--- src/rtl/io_write_port_arbiter_if.sv ---
// Bus bundle between the CPU write path / external consumer and the write port arbiter.
interface io_write_port_arbiter_if #(
    parameter int unsigned WORD_WIDTH      = 36,
    parameter int unsigned ADDR_WIDTH      = 10,
    parameter int unsigned PORT_COUNT      = 4,
    parameter int unsigned PORT_ADDR_WIDTH = 2
);
    logic                       cpu_wren;
    logic [ADDR_WIDTH-1:0]      cpu_addr;
    logic [WORD_WIDTH-1:0]      cpu_data;
    logic [PORT_COUNT-1:0]      port_EF;
    logic                       out_valid;
    logic                       out_ready;
    logic [WORD_WIDTH-1:0]      out_data;
    logic [PORT_ADDR_WIDTH-1:0] out_port;
    logic                       overrun;

    // CPU writer and output consumer side
    modport master (
        output cpu_wren, cpu_addr, cpu_data, out_ready,
        input  port_EF, out_valid, out_data, out_port, overrun
    );

    // Arbiter side
    modport slave (
        input  cpu_wren, cpu_addr, cpu_data, out_ready,
        output port_EF, out_valid, out_data, out_port, overrun
    );
endinterface

--- src/rtl/io_write_port_arbiter.sv ---
// One-word I/O write ports with E/F bits, drained round-robin into a registered valid/ready stage.
module io_write_port_arbiter #(
    parameter int unsigned WORD_WIDTH      = 36,
    parameter int unsigned ADDR_WIDTH      = 10,
    parameter int unsigned PORT_COUNT      = 4,
    parameter int unsigned PORT_BASE_ADDR  = 0,
    parameter int unsigned PORT_ADDR_WIDTH = 2
) (
    input  logic                   clock,
    input  logic                   reset,
    io_write_port_arbiter_if.slave bus
);
    localparam int unsigned EXT_W = ADDR_WIDTH + 1;
    localparam int unsigned POS_W = PORT_ADDR_WIDTH + 1;
    localparam logic [EXT_W-1:0]           BASE_EXT  = EXT_W'(PORT_BASE_ADDR);
    localparam logic [EXT_W-1:0]           COUNT_EXT = EXT_W'(PORT_COUNT);
    localparam logic [POS_W-1:0]           COUNT_POS = POS_W'(PORT_COUNT);
    localparam logic [PORT_ADDR_WIDTH-1:0] LAST_PORT = PORT_ADDR_WIDTH'(PORT_COUNT - 1);

    logic [WORD_WIDTH-1:0]      slot_q [PORT_COUNT];
    logic [PORT_COUNT-1:0]      ef_q, ef_d;
    logic                       out_valid_q, out_valid_d;
    logic [WORD_WIDTH-1:0]      out_data_q, out_data_d;
    logic [PORT_ADDR_WIDTH-1:0] out_port_q, out_port_d;
    logic                       overrun_q, overrun_d;
    logic [PORT_ADDR_WIDTH-1:0] rr_ptr_q, rr_ptr_d;

    logic [EXT_W-1:0]           addr_ext;
    logic [EXT_W-1:0]           addr_off;
    logic                       wr_hit;
    logic [PORT_ADDR_WIDTH-1:0] wr_idx;
    logic                       wr_accept;
    logic                       load_en;
    logic                       gnt_vld;
    logic [PORT_ADDR_WIDTH-1:0] gnt_idx;
    logic [POS_W-1:0]           pos;

    // Address decode: in-range writes only, unsigned compare avoids wrap-around aliasing
    always_comb begin
        addr_ext = {1'b0, bus.cpu_addr};
        addr_off = addr_ext - BASE_EXT;
        wr_hit   = bus.cpu_wren && (addr_ext >= BASE_EXT) && (addr_off < COUNT_EXT);
        wr_idx   = PORT_ADDR_WIDTH'(addr_off);
    end

    // Round-robin search for the first full port at or above rr_ptr, wrapping
    always_comb begin
        gnt_vld = 1'b0;
        gnt_idx = rr_ptr_q;
        pos     = '0;
        for (int unsigned k = 0; k < PORT_COUNT; k++) begin
            pos = {1'b0, rr_ptr_q} + POS_W'(k);
            if (pos >= COUNT_POS) begin
                pos = pos - COUNT_POS;
            end
            if (!gnt_vld && ef_q[pos[PORT_ADDR_WIDTH-1:0]]) begin
                gnt_vld = 1'b1;
                gnt_idx = pos[PORT_ADDR_WIDTH-1:0];
            end
        end
    end

    // Next state: output load, E/F update, write acceptance and overrun
    always_comb begin
        ef_d        = ef_q;
        out_valid_d = out_valid_q;
        out_data_d  = out_data_q;
        out_port_d  = out_port_q;
        overrun_d   = overrun_q;
        rr_ptr_d    = rr_ptr_q;
        wr_accept   = 1'b0;
        load_en     = !out_valid_q || bus.out_ready;

        if (load_en && gnt_vld) begin
            out_valid_d   = 1'b1;
            out_data_d    = slot_q[gnt_idx];
            out_port_d    = gnt_idx;
            ef_d[gnt_idx] = 1'b0;
            rr_ptr_d      = (gnt_idx == LAST_PORT) ? '0 : gnt_idx + PORT_ADDR_WIDTH'(1);
        end else if (load_en) begin
            out_valid_d = 1'b0;
        end

        // A port being granted this cycle counts as empty for the incoming write
        if (wr_hit) begin
            if (!ef_d[wr_idx]) begin
                wr_accept    = 1'b1;
                ef_d[wr_idx] = 1'b1;
            end else begin
                overrun_d = 1'b1;
            end
        end
    end

    // Control and output registers
    always_ff @(posedge clock) begin
        if (reset) begin
            ef_q        <= '0;
            out_valid_q <= 1'b0;
            out_data_q  <= '0;
            out_port_q  <= '0;
            overrun_q   <= 1'b0;
            rr_ptr_q    <= '0;
        end else begin
            ef_q        <= ef_d;
            out_valid_q <= out_valid_d;
            out_data_q  <= out_data_d;
            out_port_q  <= out_port_d;
            overrun_q   <= overrun_d;
            rr_ptr_q    <= rr_ptr_d;
        end
    end

    // Slot storage; contents are meaningless while the E/F bit is clear
    always_ff @(posedge clock) begin
        if (!reset && wr_accept) begin
            slot_q[wr_idx] <= bus.cpu_data;
        end
    end

    assign bus.port_EF   = ef_q;
    assign bus.out_valid = out_valid_q;
    assign bus.out_data  = out_data_q;
    assign bus.out_port  = out_port_q;
    assign bus.overrun   = overrun_q;
endmodule

--- src/flat_wrapper.sv ---
// flat-port wrapper written by rule: the top's interface ports become plain ports
module io_write_port_arbiter_flat 
#(
    parameter int unsigned WORD_WIDTH      = 36,
    parameter int unsigned ADDR_WIDTH      = 10,
    parameter int unsigned PORT_COUNT      = 4,
    parameter int unsigned PORT_BASE_ADDR  = 0,
    parameter int unsigned PORT_ADDR_WIDTH = 2
)
  (clock, reset, bus_cpu_wren, bus_cpu_addr, bus_cpu_data, bus_out_ready, bus_port_EF, bus_out_valid, bus_out_data, bus_out_port, bus_overrun);
  io_write_port_arbiter_if #(.WORD_WIDTH(WORD_WIDTH), .ADDR_WIDTH(ADDR_WIDTH), .PORT_COUNT(PORT_COUNT), .PORT_ADDR_WIDTH(PORT_ADDR_WIDTH)) bus_i ();
  input  logic clock;
  input  logic reset;
  input wire logic [$bits(bus_i.cpu_wren)-1:0] bus_cpu_wren;
  input wire logic [$bits(bus_i.cpu_addr)-1:0] bus_cpu_addr;
  input wire logic [$bits(bus_i.cpu_data)-1:0] bus_cpu_data;
  input wire logic [$bits(bus_i.out_ready)-1:0] bus_out_ready;
  output wire logic [$bits(bus_i.port_EF)-1:0] bus_port_EF;
  output wire logic [$bits(bus_i.out_valid)-1:0] bus_out_valid;
  output wire logic [$bits(bus_i.out_data)-1:0] bus_out_data;
  output wire logic [$bits(bus_i.out_port)-1:0] bus_out_port;
  output wire logic [$bits(bus_i.overrun)-1:0] bus_overrun;
  assign bus_i.cpu_wren = bus_cpu_wren;
  assign bus_i.cpu_addr = bus_cpu_addr;
  assign bus_i.cpu_data = bus_cpu_data;
  assign bus_i.out_ready = bus_out_ready;
  assign bus_port_EF = bus_i.port_EF;
  assign bus_out_valid = bus_i.out_valid;
  assign bus_out_data = bus_i.out_data;
  assign bus_out_port = bus_i.out_port;
  assign bus_overrun = bus_i.overrun;
  io_write_port_arbiter #(.WORD_WIDTH(WORD_WIDTH), .ADDR_WIDTH(ADDR_WIDTH), .PORT_COUNT(PORT_COUNT), .PORT_BASE_ADDR(PORT_BASE_ADDR), .PORT_ADDR_WIDTH(PORT_ADDR_WIDTH)) u_core (.clock(clock), .reset(reset), .bus(bus_i));
endmodule
--- config.mk ---
export PLATFORM = sky130hd
export DESIGN_NAME = io_write_port_arbiter_flat
export DESIGN_NICKNAME = d
export VERILOG_FILES = /design/src/rtl/io_write_port_arbiter_if.sv /design/src/rtl/io_write_port_arbiter.sv /design/src/flat_wrapper.sv
export SDC_FILE = /design/constraint.sdc
export NUM_CORES = 1
export LEC_CHECK = 0
export CAP_MARGIN = 10
export CORE_ASPECT_RATIO = 1.75
export CORE_MARGIN = 4
export CORE_UTILIZATION = 23
export DETAILED_ROUTE_END_ITERATION = 12
export PLACE_DENSITY_LB_ADDON = 0.3
export SLEW_MARGIN = 5
export SYNTH_ARGS = -nofsm -noshare
export SYNTH_HDL_FRONTEND = slang
export SYNTH_SLANG_ARGS = --single-unit
--- constraint.sdc ---
create_clock -name clock -period 5 [get_ports clock]
set_input_delay 0.5 -clock clock [delete_from_list [all_inputs] [get_ports clock]]
set_output_delay 0.5 -clock clock [all_outputs]
set_load 0.01 [all_outputs]
==> impl_metrics.json, run 1 <==
{
  "status": "completed",
  "antenna_found_initial": 2,
  "hold_class": "register to register",
  "maxSlewHeadroom_pct": 28.8,
  "num_rows": 86,
  "dr_wl_met3_um": 609,
  "period_share_pct": 75.2,
  "routedWlPerCell_um": 17.7,
  "grt_pass1_wl_um": 27400,
  "clock_sinks": 190,
  "synth_fa_ha_area_share_pct": 0.168,
  "arrival_ps": 3880,
  "grt_overflow": 0,
  "wl_um": 17900,
  "peakVddDrop_v": 0.000242,
  "globalplace.congestion": 0.697,
  "timing_hold_violations_final": 0,
  "yosysUniqueCellTypes": 41,
  "leakagePower_nw": 3.08,
  "end_kind": "register",
  "cts_tree": "done",
  "dp.cells": 975,
  "p_per_area_nw_per_um2": 326,
  "m1WireLength_um": 6670,
  "stdcell_count": 1008,
  "fin_skew_ps": 15.2,
  "dieHeight_um": 246,
  "cts_hold_buf": 0,
  "cts_buffers": 17,
  "firstDrtPassIters": 4,
  "cts_root_buf": "clkbuf_16",
  "cp.required_ps": 5120,
  "layout_setup_ws_ps": 1240,
  "drv_slew": 0,
  "rsz0062_at_grt": "false",
  "postCtsSetupRepairBufs": 0,
  "grtUsageTotal_pct": 10.4,
  "cts.path.max_buffers": 2,
  "synth_compound_area_share_pct": 13.8,
  "path_max_fanout": 73,
  "max_freq_mhz": 266,
  "highest_layer": "met5",
  "pin_count": 94,
  "dr_wl_met2_um": 10200,
  "path_class": "register to register",
  "synth-xor-area-share_pct": 0,
  "chipWidth_um": 144,
  "fin_tns_setup_ps": 0,
  "cts.clk_slew.worst_paths_ps": 70,
  "floorplan.initialDensity_pct": 23.4,
  "maxCapViolCount": 0,
  "h-tree-depth": 4,
  "grt_pass1_vias": 4668,
  "io_buffers": 93,
  "synth-simple-area-share_pct": 7.96,
  "synth_top_family_by_area": "compound AO/OA/AOI/OAI gates",
  "async_flop_share_pct": 0,
  "fin_crit_ps": 3760,
  "vias": 4413,
  "synthToLayoutAreaGrowth_pct": 26.5,
  "synthMuxAreaShare_pct": 5.11,
  "nets": 649,
  "syn_area_per_cell_um2": 14.6,
  "pre_cts_ws_ps": 1130,
  "antenna_left": 0,
  "hpwlAfterDp_um": 11700,
  "die_area_um2": 35400,
  "grt_max_degree": 74,
  "synth_ff_type": "edfxtp_1",
  "synth_seq_cells": 190,
  "worst_slew_pin_slew_ps": 1070,
  "coreArea_um2": 31700,
  "synth_warnings": 0,
  "syn-num-nets": 559,
  "holdWs_ps": 461,
  "drive_gt1_share_pct": 14.1,
  "startpoint_type": "register",
  "setup_violations": 0,
  "drt-initial-drc-count": 249,
  "cts-resized-gates": 0,
  "clkLatencyLatePin_ps": 440,
  "avgViaCountPerCell": 4.38,
  "syn_inst": 508,
  "drc_errors": 0,
  "synth_seq_area_share_pct": 70.5,
  "netlist_area_um2": 7440,
  "synth_edf_count": 144
}
cell families after synthesis:
family,count (synthesis)
DFF,190
and+or+nand+nor,114
adders and majority gates,1
AOI/OAI and AO/OA,129
buffers and inverters,36
muxes,38
per-stage QoR:
stage | instance area, µm² | utilization [%] | power [W]
finish | 9410 | 29.6 | 0.00307
global route | 9410 | 29.6 | 0.00317
CTS | 9410 | 29.6 | 0.00311
detailed placement | 8840 | 27.9 | 0.00181
global placement | 8840 | 27.9 | 0.00180
floorplan | 7440 | - | 0.00174
critical path, stage by stage, from the launching register on:
cell	delay [ps]
dfxtp_1	540
and3b_1	220
or4_2	530
buf_4	350
nand2_4	140
buf_4	370
a31oi_1	230
nor2_4	650
buf_4	380
cell usage in the layout, fill, tap and decap left out, types with 3 or more instances in the layout:
master	synthesis	routed
a21boi_0	36	36
a21oi_1	3	3
and3_1	37	37
buf_4	2	11
clkbuf_16	0	18
clkdlybuf4s50_1	0	93
clkinv_2	0	3
clkinv_4	0	4
dfxtp_1	46	46
edfxtp_1	144	144
mux2i_1	38	38
nand2_1	42	42
nor2_1	10	8
nor2b_1	9	7
nor4_1	3	3
o211ai_1	6	6
o211ai_2	30	30
o21ai_0	8	8
o21ai_1	32	31
registers in the layout, indices dropped and copies added, names as in the netlist:
signal	flops
u_core.bus.out_data	36
u_core.bus.out_port	2
u_core.bus.out_valid	1
u_core.bus.overrun	1
u_core.bus.port_EF	4
u_core.rr_ptr_q	2
u_core.slot_q	144
final cells by class:
class                      count  area (µm²)
fill                        3134       22300
multi-input combinational    282        2080
clock inverter                13         104
tap                          396         495
sequential                   190        5250
clock buffer                  19         464
inverter                       3        11.3
timing repair buffer         104        1010
antenna                        1        2.50
power breakdown:
part           switching (W)  leakage, nW  internal, W
logic              0.0000355         1.13    0.0000391
registers        0.000000484         1.66      0.00169
clock network       0.000611        0.283     0.000690
routing by layer:
metal | track usage (%) | vias to the layer above
met5 | 0 | -
met4 | 4.19 | 2
met3 | 2.61 | 22
met2 | 19.7 | 72
met1 | 10.6 | 2198
li1 | - | 2119
cell usage after synthesis, drive strengths merged, types with 3 or more instances:
master / instances / area [µm²]
nor2b: 9 / 56.3
clkbuf: 22 / 82.6
buf: 11 / 85.1
nor4: 3 / 18.8
o21ai: 40 / 200
and3: 37 / 231
o211ai: 36 / 420
inv: 3 / 11.3
a21boi: 36 / 270
dfxtp: 46 / 921
nand2: 43 / 164
a21oi: 3 / 15.0
edfxtp: 144 / 4320
mux2i: 38 / 380
nor2: 10 / 37.5
final timing paths:
check	to	from	depth (start not counted)	slack (ps)
min	u_core.bus.out_port[1]$_SDFFE_PP0N_	u_core.bus.out_port[1]$_SDFFE_PP0N_	2	460
max reg2reg	u_core.slot_q[3][26]$_DFFE_PP_	u_core.bus.port_EF[3]$_SDFF_PP0_	8	1240
max	u_core.slot_q[3][26]$_DFFE_PP_	u_core.bus.port_EF[3]$_SDFF_PP0_	8	1240
min reg2reg	u_core.bus.out_port[1]$_SDFFE_PP0N_	u_core.bus.out_port[1]$_SDFFE_PP0N_	2	460
(Power assumes the default switching activity.)
==> inputs of run 2 (changes only) <==
clock period = 3.9 ns   (was 5 ns; I/O delays follow)
==> impl_metrics.json, run 2 (same netlist as run 1, synthesis figures left out) <==
{
  "status": "completed",
  "peakVddDrop_v": 0.000286,
  "drive_gt1_share_pct": 14.2,
  "routedWlPerCell_um": 17.9,
  "worst_slew_pin_slew_ps": 799,
  "grt_overflow": 0,
  "dpl_cell_area_um2": 8880,
  "crit_buf_inv": 2,
  "max_freq_mhz": 314,
  "slowest_stage": "buf_4",
  "comb_power_share_pct": 2.4,
  "drc_errors": 0,
  "cts-resized-gates": 0,
  "max_stage_delay_ps": 610,
  "io_buffers": 93,
  "fin_tns_setup_ps": 0,
  "cts.path.max_buffers": 2,
  "cts.clk_slew.worst_paths_ps": 70,
  "clock_sinks": 190,
  "avgViaCountPerCell": 4.39,
  "maxCapViolCount": 0,
  "hold_end": "u_core.bus.out_port[0]$_SDFFE_PP0N_",
  "end_kind": "register",
  "cts_buffers": 17,
  "ff2ff_setup_slack_ps": 710,
  "drt-initial-drc-count": 216,
  "grt_max_degree": 73,
  "grt_pass1_vias": 4600,
  "num_rows": 86,
  "drv_slew": 0,
  "seqPwrFrac_pct": 55.2,
  "floorplan.initialDensity_pct": 23.4,
  "r2r_start": "u_core.bus.port_EF[3]$_SDFF_PP0_",
  "largest_reg_flops": 144,
  "setup_violations": 0,
  "cp_common_cell": "buf_4",
  "path_cells": "and3b_1, or4_2, nand2_4, buf_4, a31oi_1, nor2_4, buf_4",
  "path_class": "register to register",
  "nets": 652,
  "top_register": "u_core.slot_q",
  "cts_tree": "done",
  "r2r_cells": 7,
  "coreArea_um2": 31700,
  "startpoint_type": "register",
  "antenna_left": 0,
  "fin_skew_ps": 7.95,
  "final_cell_area_um2": 9450,
  "hpwlAfterDp_um": 11400,
  "chipWidth_um": 144,
  "fin_util_pct": 29.8,
  "crit_family": "simple AND/OR/NAND/NOR gates",
  "timing_hold_violations_final": 0,
  "synthToLayoutAreaGrowth_pct": 27.0,
  "clkLatencyLatePin_ps": 430,
  "period_share_pct": 81.7,
  "dieHeight_um": 246,
  "firstDrtPassIters": 4,
  "reg2reg_to": "u_core.slot_q[3][24]$_DFFE_PP_",
  "path_max_fanout": 44,
  "rsz0062_at_grt": "false",
  "pre_cts_ws_ps": 668,
  "antenna_found_initial": 1,
  "die_area_um2": 35400,
  "globalplace.congestion": 0.730,
  "pwr-share-clk_pct": 42.4,
  "layout_setup_ws_ps": 712,
  "maxSlewHeadroom_pct": 46.7,
  "wl_um": 18100,
  "vias": 4439,
  "hp-start": "u_core.bus.out_port[0]$_SDFFE_PP0N_",
  "final_common_cell": "edfxtp_1",
  "postCtsSetupRepairBufs": 0,
  "leakagePower_nw": 3.09,
  "hold_class": "register to register",
  "arrival_ps": 3280,
  "pin_count": 94,
  "internal_power_w": 0.00317,
  "p_sw_w": 0.000771,
  "p_per_area_nw_per_um2": 417,
  "cp.required_ps": 3990,
  "grt_pass1_wl_um": 27000,
  "hold_depth": 2,
  "swShare_pct": 19.6,
  "grtUsageTotal_pct": 10.4,
  "final_cell_mix": "edfxtp_1, clkdlybuf4s50_1, dfxtp_1",
  "cts_hold_buf": 0,
  "h-tree-depth": 4,
  "cts_root_buf": "clkbuf_16",
  "fin_crit_ps": 3190
}
==> run 2: worst max-delay path by stage <==
stage          slack (ps)  cells after the start                             end                             start
2_1_floorplan         250                      8   u_core.slot_q[3][0]$_DFFE_PP_  u_core.bus.port_EF[3]$_SDFF_PP0_
3_3_place_gp          730                      7  u_core.slot_q[3][20]$_DFFE_PP_  u_core.bus.port_EF[3]$_SDFF_PP0_
3_5_place_dp          670                      7  u_core.slot_q[3][24]$_DFFE_PP_  u_core.bus.port_EF[3]$_SDFF_PP0_
4_1_cts               650                      7  u_core.slot_q[3][24]$_DFFE_PP_  u_core.bus.port_EF[3]$_SDFF_PP0_
5_1_grt               550                      7  u_core.slot_q[3][24]$_DFFE_PP_  u_core.bus.port_EF[3]$_SDFF_PP0_
6_report              710                      7  u_core.slot_q[3][24]$_DFFE_PP_  u_core.bus.port_EF[3]$_SDFF_PP0_
==> run 2: cell type report <==
class / count / area, µm²
fillers: 3128 / 22300
flip-flops and latches: 190 / 5250
multi-input cells: 282 / 2080
repair buffers: 107 / 1050
well taps: 396 / 495
clock buffers: 22 / 484
clock inverters: 10 / 83.8
inverters: 3 / 11.3
diodes: 1 / 2.50
==> run 2: through the flow <==
step | power (W) | hold WS, ps | cells
floorplan | 0.00223 | 481 | 508
global placement | 0.00231 | 449 | 978
detailed placement | 0.00231 | 447 | 978
CTS | 0.00398 | 456 | 1010
global route | 0.00407 | 479 | 1010
finish | 0.00394 | 452 | 1011
==> run 2: power groups by stage <==
stage	Combinational, W	Sequential, W	Clock, W
after floorplan	0.0000133	0.00222	0
after global placement	0.0000960	0.00222	0
after detailed placement	0.0000975	0.00222	0
after CTS	0.0000980	0.00217	0.00171
after global routing	0.000102	0.00217	0.00180
final	0.0000953	0.00217	0.00167
==> run 2: metal layers <==
layer  GRT usage, %  up-vias  part of all wire [%]
met5              0        -                     0
met4           4.41        0                   2.3
met3           3.13       17                   4.5
met2           19.8       62                    57
met1           10.0     2240                    36
li1               -     2120                     -
==> run 2: worst min-delay path, stage by stage (launching register included) <==
cell,delay (ps)
dfxtp_1,310
nand2_1,50
a21oi_1,50
==> inputs of run 3 (changes only) <==
clock period = 3.1 ns   (was 3.9 ns; I/O delays follow)
==> impl_metrics.json, run 3 (same netlist as run 1, synthesis figures left out) <==
{
  "path_class": "register to register",
  "rsz0062_at_grt": "false",
  "fin_skew_ps": 13.8,
  "wl_um": 17800,
  "grt_pass1_wl_um": 27400,
  "drt-initial-drc-count": 210,
  "period_share_pct": 91.7,
  "top_register": "u_core.slot_q",
  "maxCapViolCount": 0,
  "antenna_left": 0,
  "setup_violations": 0,
  "drive_gt1_share_pct": 14.9,
  "h-tree-depth": 4,
  "final_cell_area_um2": 9590,
  "drv_slew": 0,
  "cts.path.max_buffers": 2,
  "antenna_found_initial": 0,
  "cts_hold_buf": 0,
  "coreArea_um2": 31700,
  "path_max_fanout": 15,
  "dieHeight_um": 246,
  "routedWlPerCell_um": 17.6,
  "drc_errors": 0,
  "grt_max_degree": 73,
  "floorplan.initialDensity_pct": 23.4,
  "grt_pass1_vias": 4676,
  "end_kind": "register",
  "dpl_cell_area_um2": 8940,
  "chipWidth_um": 144,
  "arrival_ps": 2980,
  "startpoint_type": "register",
  "avgViaCountPerCell": 4.38,
  "final_common_cell": "edfxtp_1",
  "cts_tree": "done",
  "final_cell_mix": "edfxtp_1, clkdlybuf4s50_1, dfxtp_1",
  "peakVddDrop_v": 0.000369,
  "p_per_area_nw_per_um2": 544,
  "timing_hold_violations_final": 0,
  "fin_crit_ps": 2840,
  "clkLatencyLatePin_ps": 430,
  "synthToLayoutAreaGrowth_pct": 28.9,
  "postCtsSetupRepairBufs": 0,
  "hpwlAfterDp_um": 11400,
  "cp.required_ps": 3230,
  "worst_slew_pin_slew_ps": 639,
  "cts_buffers": 17,
  "pin_count": 94,
  "hold_class": "register to register",
  "largest_reg_flops": 144,
  "insertedDiodeCount": 0,
  "io_buffers": 93,
  "cts.clk_slew.worst_paths_ps": 70,
  "grt_overflow": 0,
  "clock_sinks": 190,
  "leakagePower_nw": 3.15,
  "firstDrtPassIters": 4,
  "grtUsageTotal_pct": 10.4,
  "n_fill_cell": 3115,
  "cts_root_buf": "clkbuf_16",
  "fin_tns_setup_ps": 0,
  "nets": 657,
  "die_area_um2": 35400,
  "maxSlewHeadroom_pct": 57.4,
  "num_rows": 86,
  "vias": 4441,
  "max_freq_mhz": 352,
  "globalplace.congestion": 0.756,
  "cts-resized-gates": 0,
  "status": "completed"
}
run 3: changes by cell type in the layout (fill, tap and decap cells not counted):
cell       delta
clkinv_2      -4
buf_4         +3
bufinv_16     +3
clkbuf_8      -3
clkinv_4      +3
buf_12        +2
and4b_2       -1
and4b_4       +1
clkbuf_16     +1
diode_2       -1
run 3: worst paths after layout:
check / from / to / slack, ps / cells after the start
setup / recovery: u_core.bus.port_EF[3]$_SDFF_PP0_ / u_core.slot_q[2][24]$_DFFE_PP_ / 260 / 8
hold / removal: u_core.bus.out_port[1]$_SDFFE_PP0N_ / u_core.bus.out_port[1]$_SDFFE_PP0N_ / 460 / 2
setup reg to reg: u_core.bus.port_EF[3]$_SDFF_PP0_ / u_core.slot_q[2][24]$_DFFE_PP_ / 260 / 8
hold reg to reg: u_core.bus.out_port[1]$_SDFFE_PP0N_ / u_core.bus.out_port[1]$_SDFFE_PP0N_ / 460 / 2
run 3: cell type report:
cell class | count | area [µm²] | share of cell area [%]
Multi-Input combinational cell | 282 | 2080 | 21.7
Tap cell | 396 | 495 | 5.17
Timing Repair Buffer | 112 | 1110 | 11.6
Sequential cell | 190 | 5250 | 54.7
Clock inverter | 12 | 180 | 1.88
Clock buffer | 20 | 468 | 4.88
Inverter | 3 | 11.3 | 0.117
run 3: power breakdown:
group / switching (W) / internal (W)
clock network: 0.000939 / 0.00143
registers: 0.000000810 / 0.00273
logic: 0.0000569 / 0.0000634
total: 0.000997 / 0.00422
run 3: routing by layer:
metal  vias to the layer above  wire length (µm)  GRT usage, %
li1                       2129                 -             -
met1                      2212              6940          10.9
met2                        76              9880          19.6
met3                        24               638          2.53
met4                         0               389          4.05
met5                         -                 0             0
run 3: stage by stage:
| step | hold WS (ps) | util [%] | setup slack [ps] | cells | power (W) |
|---|---|---|---|---|---|
| floorplan | 409 | - | 32.2 | 508 | 0.00281 |
| global placement | 455 | 28.2 | 334 | 983 | 0.00291 |
| detailed placement | 455 | 28.2 | 283 | 983 | 0.00291 |
| CTS | 465 | 30.2 | 233 | 1015 | 0.00529 |
| global route | 482 | 30.2 | 31.1 | 1015 | 0.00539 |
| finish | 459 | 30.2 | 257 | 1015 | 0.00522 |
run 3: worst max-delay path, cell delays in order (launching register included):
cell and delay, ps:
dfxtp_1 550, and3b_1 220, or4_2 590, nand2_4 100
ha_1 140, inv_1 40, o21ai_0 230, and4b_4 460
buf_12 200
